$ cat src/rtl/tick_stopwatch.sv
// tick_stopwatch: MM:SS BCD stopwatch counting rising edges of a gen_tick square wave
// Ports: clk, reset (sync, active-high), tick_in (square wave), start_stop/clear/lap (1-cycle pulses);
//        digits {min_tens,min_ones,sec_tens,sec_ones}, running, lap_active, wrap (1-cycle rollover pulse).
module tick_stopwatch #(
  parameter int TICKS_PER_INC = 1
) (
  input  logic        clk,
  input  logic        reset,
  input  logic        tick_in,
  input  logic        start_stop,
  input  logic        clear,
  input  logic        lap,
  output logic [15:0] digits,
  output logic        running,
  output logic        lap_active,
  output logic        wrap
);
  typedef enum logic [1:0] {IDLE, RUN, PAUSE} state_t;
  state_t      state_q, state_d;
  logic        tick_prev_q;
  logic [7:0]  presc_q, presc_d;
  logic [15:0] cnt_q, cnt_d, cnt_inc, digits_q, digits_d;
  logic        running_q, running_d, lap_q, lap_d, wrap_q, wrap_d;
  logic        rise, cnt_en, inc, c0, c1, c2, c3;
  always_comb begin
    rise = tick_in & ~tick_prev_q;
    // only the pre-transition state decides whether a rise counts
    cnt_en = rise & (state_q == RUN);
    inc = cnt_en & (presc_q == 8'(TICKS_PER_INC - 1));
    c0 = cnt_q[3:0] == 4'd9;
    c1 = c0 & (cnt_q[7:4] == 4'd5);
    c2 = c1 & (cnt_q[11:8] == 4'd9);
    c3 = c2 & (cnt_q[15:12] == 4'd5);
    cnt_inc = {c3 ? 4'd0 : c2 ? cnt_q[15:12] + 4'd1 : cnt_q[15:12],
               c2 ? 4'd0 : c1 ? cnt_q[11:8] + 4'd1 : cnt_q[11:8],
               c1 ? 4'd0 : c0 ? cnt_q[7:4] + 4'd1 : cnt_q[7:4],
               c0 ? 4'd0 : cnt_q[3:0] + 4'd1};
    state_d = clear ? IDLE : !start_stop ? state_q : state_q == RUN ? PAUSE : RUN;
    presc_d = clear ? 8'd0 : !cnt_en ? presc_q : inc ? 8'd0 : presc_q + 8'd1;
    cnt_d = clear ? 16'd0 : inc ? cnt_inc : cnt_q;
    lap_d = clear ? 1'b0 : (lap && state_q != IDLE) ? ~lap_q : lap_q;
    // entering freeze captures the live count; staying frozen holds the display
    digits_d = !lap_d ? cnt_d : lap_q ? digits_q : cnt_q;
    running_d = state_d == RUN;
    wrap_d = ~clear & inc & c3;
  end
  always_ff @(posedge clk) begin
    tick_prev_q <= tick_in;
    if (reset) begin
      state_q <= IDLE;
      presc_q <= 8'd0;
      cnt_q <= 16'd0;
      digits_q <= 16'd0;
      running_q <= 1'b0;
      lap_q <= 1'b0;
      wrap_q <= 1'b0;
    end else begin
      state_q <= state_d;
      presc_q <= presc_d;
      cnt_q <= cnt_d;
      digits_q <= digits_d;
      running_q <= running_d;
      lap_q <= lap_d;
      wrap_q <= wrap_d;
    end
  end
  assign digits = digits_q;
  assign running = running_q;
  assign lap_active = lap_q;
  assign wrap = wrap_q;
endmodule

$ cat config.mk
export PLATFORM = sky130hd
export DESIGN_NAME = tick_stopwatch
export DESIGN_NICKNAME = d
export VERILOG_FILES = /design/src/rtl/tick_stopwatch.sv
export SDC_FILE = /design/constraint.sdc
export NUM_CORES = 1
export LEC_CHECK = 0
export CORE_MARGIN = 2
export CORE_UTILIZATION = 51
export CTS_CLUSTER_SIZE = 8
export DETAILED_ROUTE_END_ITERATION = 10
export GPL_TIMING_DRIVEN = 1
export PLACE_DENSITY = 0.87
export SLEW_MARGIN = 25
export SYNTH_ARGS = -nofsm -noshare
export SYNTH_HDL_FRONTEND = slang
export SYNTH_SLANG_ARGS = --single-unit
$ cat constraint.sdc
create_clock -name clk -period 1.85 [get_ports clk]
set_clock_uncertainty 0.1 [all_clocks]
set_input_delay 0.4625 -clock clk [delete_from_list [all_inputs] [get_ports clk]]
set_output_delay 0.4625 -clock clk [all_outputs]
set_load 0.02 [all_outputs]
==> metrics.txt, run 1 <==
Mapped Cells=304; port bufs=24; Worst R2R Start=cnt_q[5]; Slew headroom=70.9%; crit path max-delay cell type=o41ai_1; fin crit share=113%; RSZ-0062 raised after global routing=yes; initial antenna violation count=0; Static Leak=1.61 nW; hpwl dp=around 5.3 mm; Die Wd=74.3 um; failing checks=setup timing; mapped cell area=2520 um2; crit path DAT=approximately 2.2 ns; clk slew on worst S/H paths=0.09 ns; clock share of power=39.7%; Net Count, Synth=about 320; first-pass GRT wire length=12.1 mm; Worst R2R Setup Slack=-0.24 ns; total CTS buffers=5; Top FF cell, synth=dfxtp_1; switching share of power=23.5%; sequential area share after synthesis=about 36%; FP Rows=25; Max Cap Viol=0; DRC=0; crit path launch type=flip-flop; top area cells in the synthesized netlist=dfxtp_1 36%, nor2_1 6.4%, a21oi_1 4.2%; share of power burned in registers=51.9%; final worst path period need=2.09 ns; Net Sw Power=0.000452 W; setup ws final=-0.245 ns; RePlAce Congestion=between 0.9 and 1; worst skew pair latency=0.31 ns; Pins Over Slew Limit=0; n_diodes=0; internal power=0.00147 W; mean number of vias per cell=6.41; status=finished with violations; final instance area=3730 um2; Top delay family on crit path=compound AO/OA/AOI/OAI gates; WP buf/inv=1; average size of a mapped cell=approximately 8.3 um2; critical path, cell by cell=inv_1 -> ha_1 -> and3b_2 -> nand2_2 -> o41ai_1 -> o31a_1 -> o32ai_1; slowest cell delay on critical path=0.50 ns; Fin. Hold Viols=0; share of cells above drive strength 1=34.4%; Cell Pwr Density=514 nW/um2; start-to-end type of the worst setup path=reg2reg; Synth top cells by count=46 x dfxtp_1, 43 x nor2_1, 22 x nand2_1, 21 x a21oi_1; Syn-to-layout area delta=48.0%; die area=5530 um2; worst hold start=tick_in; Critical R2R Capture=digits[11]; Initial Utilization=53.1%; max frequency=0.477 GHz; hold buffers post-CTS=0; FFs w/ async S/R, synth=0%; Clock Sinks=46; FF+latch count, synth=46; Critical Path End Type=flip-flop; most numerous cell in the Yosys netlist=dfxtp_1; antenna viol nets, final=0; worst vdd ir=0.000574 V; worst r2r path cells=7; pin count of the biggest net entering global routing=17; warnings from Yosys=0; Fin Setup TNS=-1.34 ns; CORE AREA=4750 um2; drt total wl=between 8 and 9 mm; Place WS=-0.586 ns; GRT Total Usage=~28%; io pins=25; clk buf depth=2; nets=408; Vias=2963; critical path data required time=1.94 ns; H-tree depth=2; Slew @ Worst Pin=0.434 ns; worst-case hold path end point=tick_prev_q; Comb power frac=8.3%; vias in the first global route=2585; drt first pass iters=8; routed len/inst=19.2 um; placed cell areas=3250 um2; WHS=0.337 ns; clk root buf=clkbuf_8; Yosys top cell by area=dfxtp_1; critical path fanouts, max=10; distinct cell type count after synthesis=54; CTS tree=yes; hold crit path type=in2reg; top cell type's share of synthesized area=36.5%; final setup violating endpoints=18; Die Ht=about 74 um; Hold Path Cell Cnt=1; Post-synth EDFFs=0; GRT overflow=0; iteration-0 DRC count of the detailed router=slightly above 500
## worst max-delay path by stage
stage,startpoint,cells past startpoint,endpoint,slack [ns]
after floorplan,presc_q[1],8,digits[5],-0.03
after global placement,tick_in,6,digits[11],-0.50
after detailed placement,tick_in,6,digits[11],-0.59
after CTS,presc_q[0],9,digits[4],-0.04
after global routing,cnt_q[5],7,digits[11],-0.26
final,cnt_q[5],7,digits[11],-0.24
## routing by layer
| layer | share of wire [%] | global-route usage [%] | up-vias |
|---|---|---|---|
| met5 | 0 | 0 | - |
| met4 | 5.7 | 10.7 | 0 |
| met3 | 9.3 | 4.61 | 67 |
| met2 | 48 | 48.8 | 237 |
| met1 | 37 | 36.0 | 1373 |
| li1 | - | - | 1286 |
## sequential cells by signal, summed over array words and instances, names as in the netlist
register and flops:
cnt_q 16, digits 16, presc_q 8, state_q 2, lap_active 1, running 1
tick_prev_q 1, wrap 1
## logic make-up after synthesis
| logic type | share of synthesized area, % |
|---|---|
| AO/OA/AOI/OAI | 16.8 |
| XOR/XNOR | 3.12 |
| adder cells (fa/ha/maj) | 3.97 |
| buffers and inverters | 5.35 |
| flip-flops | 36.5 |
| multiplexers | 4.16 |
| AND/OR/NAND/NOR | 30.1 |
## through the flow
| stage | instances | total power, W | utilization (%) |
|---|---|---|---|
| 2_1_floorplan | 304 | 0.00108 | - |
| 3_5_place_dp | 443 | 0.00115 | 68.3 |
| 6_report | 462 | 0.00192 | 78.6 |
| 4_1_cts | 454 | 0.00190 | 73.7 |
| 3_3_place_gp | 443 | 0.00115 | 68.3 |
| 5_1_grt | 462 | 0.00198 | 78.6 |
## what timing repair did
| item | 4_1_cts | 5_1_grt |
|---|---|---|
| resized for setup | 29 | 44 |
| pin swaps | 12 | 21 |
| buffers inserted | 3 | 8 |
| setup endpoints to repair | 40 | 38 |
| endpoints found under the hold margin | 0 | 0 |
## layout by cell type (no fill, tap or decap), types with 7 or more instances in the layout
cell type and n:
nand3_1 11, dlymetal6s2s_1 9, nor2_1 39, inv_1 7, a21oi_1 20, ha_1 7, dfxtp_1 43, buf_4 66
o21ai_0 8, nand2_1 22, buf_6 8, nand4_1 10, clkdlybuf4s50_1 13
## area by class of cell
cell class              count  area [um2]
clock inverters             3        45.0
clock buffers               5        68.8
inverters                   9        33.8
multi-input cells         233        1720
flip-flops and latches     46         925
fillers                   308        1020
repair buffers             99         861
well taps                  67        83.8
## power by group through the flow
stage	Clock [W]	Sequential, W	Combinational, W
after global routing	0.000812	0.000998	0.000166
final	0.000763	0.000997	0.000160
after floorplan	0	0.00102	0.0000589
after CTS	0.000768	0.000997	0.000139
after detailed placement	0	0.00102	0.000133
after global placement	0	0.00102	0.000129
## worst register-to-register path: stages (launching register included)
cell and delay (ns):
dfxtp_2 0.33, inv_1 0.07, ha_1 0.16, and3b_2 0.25, nand2_2 0.26, o41ai_1 0.50, o31a_1 0.22, o32ai_1 0.09
Note: power is estimated with default switching activity, not from simulation.
==> inputs of run 2 (changes only) <==
--- a/config.mk
+++ b/config.mk
@@ -10,6 +10,7 @@
 export CTS_CLUSTER_SIZE = 8
 export DETAILED_ROUTE_END_ITERATION = 10
 export GPL_TIMING_DRIVEN = 1
+export MAX_ROUTING_LAYER = met4
 export PLACE_DENSITY = 0.87
 export SLEW_MARGIN = 25
 export SYNTH_ARGS = -nofsm -noshare
==> run 2 against run 1 <==
  * The flow still finishes with violations (setup timing)
  * Die area unchanged
  * Wire length up 0.18%
  * Via count down 0.67%
  * Clock power down 20%
  * Setup slack better by 0.081 ns
  * Utilization up 1.5 points
  * Sequential share of layout area down 0.46 points
  * Critical path depth up 1
  * Non-clock buffer count up 7
  * Clock-buffer cell count unchanged
  * Flip-flop and latch count unchanged
  * Final cell count up 1.3%
  * Critical endpoint is now digits[14]
  * Largest power group unchanged
==> metrics.txt, run 2 (synthesis gave the netlist of run 1 again) <==
status=finished with violations (unchanged); failing checks=setup timing (unchanged); final setup violating endpoints=16 (was 18); slowest cell delay on critical path=0.34 ns (was 0.50 ns); FP Rows=25 (unchanged); setup ws final=-0.164 ns (was -0.245 ns); crit path max-delay cell type=dfxtp_2 (was o41ai_1); io pins=25 (unchanged); Die Wd=74.3 um (unchanged); CORE AREA=4750 um2 (unchanged); critical path data required time=1.93 ns (was 1.94 ns); share of cells above drive strength 1=37.2% (was 34.4%); Clock Sinks=46 (unchanged); crit path launch type=flip-flop (unchanged); start-to-end type of the worst setup path=reg2reg (unchanged); antenna viol nets, final=0 (unchanged); Pins Over Slew Limit=0 (unchanged); n_diodes=0 (unchanged); mean number of vias per cell=6.29 (was 6.41); Max Cap Viol=0 (unchanged); clk slew on worst S/H paths=0.09 ns (about the same); clk root buf=clkbuf_8 (unchanged); first-pass GRT wire length=12.5 mm (was 12.1 mm); FILL cells=284 (was 308); Top delay family on crit path=compound AO/OA/AOI/OAI gates (unchanged); WP buf/inv=2 (was 1); Die Ht=74.3 um (unchanged); port bufs=24 (unchanged); Finished Layout Cells=468 (was 462); Static Leak=1.67 nW (was 1.61 nW); nets=415 (was 408); fin crit share=109% (was 113%); iteration-0 DRC count of the detailed router=320 (was 509); total CTS buffers=5 (unchanged); CTS tree=yes (unchanged); die area=5530 um2 (unchanged); hold crit path type=in2reg (unchanged); most frequent cells in the layout=71 x buf_4, 43 x dfxtp_1, 40 x nor2_1, 22 x nand2_1, 17 x a21oi_1 (was 66 x buf_4, 43 x dfxtp_1, 39 x nor2_1, 22 x nand2_1, 20 x a21oi_1); final worst path period need=2.01 ns (was 2.09 ns); RePlAce Congestion=0.958 (was 0.941); vias in the first global route=2747 (was 2585); worst vdd ir=0.000432 V (was 0.000574 V); H-tree depth=2 (unchanged); Initial Utilization=53.1% (unchanged); clk buf depth=2 (unchanged); drt total wl=8.89 mm (was 8.88 mm); Cell Pwr Density=466 nW/um2 (was 514 nW/um2); GRT Total Usage=30.6% (was 28.4%); worst skew pair latency=0.31 ns (about the same); post-layout util=80.1% (was 78.6%); placed cell areas=3310 um2 (was 3250 um2); placed cell count=449 (was 443); initial antenna violation count=0 (unchanged); RSZ-0062 raised after global routing=yes (unchanged); area occupied by multi-input gates=1760 um2 (was 1720 um2); critical path fanouts, max=8 (was 10); Vias=2943 (was 2963); max frequency=0.497 GHz (was 0.477 GHz); final instance area=3810 um2 (was 3730 um2); WHS=0.315 ns (was 0.337 ns); crit path DAT=2.10 ns (was 2.19 ns); GRT overflow=0 (unchanged); Fin. Hold Viols=0 (unchanged); DRC=0 (unchanged); drt first pass iters=5 (was 8); Critical Path End Type=flip-flop (unchanged); routed len/inst=19.0 um (was 19.2 um); sequential cell area=925 um2 (unchanged); critical path, cell by cell=inv_2 -> ha_4 -> nor4b_4 -> buf_6 -> and3_2 -> a32oi_1 -> o21ai_0 -> o211ai_1 (was inv_1 -> ha_1 -> and3b_2 -> nand2_2 -> o41ai_1 -> o31a_1 -> o32ai_1); pin count of the biggest net entering global routing=17 (unchanged); Slew headroom=72.9% (was 70.9%); commonest non-fill, non-tap cell in the layout=buf_4 (unchanged); Syn-to-layout area delta=50.8% (was 48.0%); Slew @ Worst Pin=0.405 ns (was 0.434 ns); hpwl dp=5.30 mm (was 5.26 mm)
run 2: changes by cell type in the layout (fill, tap and decap cells not counted), sizes merged:
cell           change
buf                +7
bufinv             -1
clkdlybuf4s50      -1
clkinv             +2
clkinvlp           -2
dlymetal6s2s       +1
run 2: routing by layer:
layer	vias to the layer above	track usage, %	part of all wire (%)
met5	-	-	0
met4	0	18.5	5.7
met3	62	5.83	8.3
met2	194	49.1	48
met1	1384	35.3	38
li1	1303	-	-
run 2: area by class of cell:
type	instances	area share [%]
multi-input combinational	233	46.2
timing repair buffer	106	24.4
sequential	46	24.3
tap	67	2.20
clock buffer	5	1.81
inverter	9	0.888
clock inverter	2	0.263
run 2: metrics by stage:
step	setup TNS, ns	total power (W)	worst slack, ns
floorplan	-0.0859	0.00108	-0.0286
global placement	-14.76	0.00115	-0.493
detailed placement	-16.47	0.00115	-0.555
CTS	-0.160	0.00175	-0.0455
global route	-2.98	0.00181	-0.214
finish	-1.23	0.00177	-0.164
run 2: final timing paths:
path / start / to / slack, ns / cells after the start
worst max-delay path: presc_q[0] / digits[14] / -0.16 / 8
worst min register to register: digits[12] / digits[12] / 0.41 / 2
worst min-delay path: tick_in / tick_prev_q / 0.32 / 1
worst max register to register: presc_q[0] / digits[14] / -0.16 / 8
run 2: power by group:
| part | internal [W] | switching, W |
|---|---|---|
| Combinational | 0.0000718 | 0.0000913 |
| Clock | 0.000254 | 0.000360 |
| Sequential | 0.000994 | 0.00000271 |
| Total | 0.00132 | 0.000454 |
run 2: timing repair:
item	in CTS	in global routing
setup buffers	6	6
hold endpoints to repair	0	0
setup endpoints to repair	34	42
pin swaps	7	27
hold buffers	0	0
resized for setup	25	56
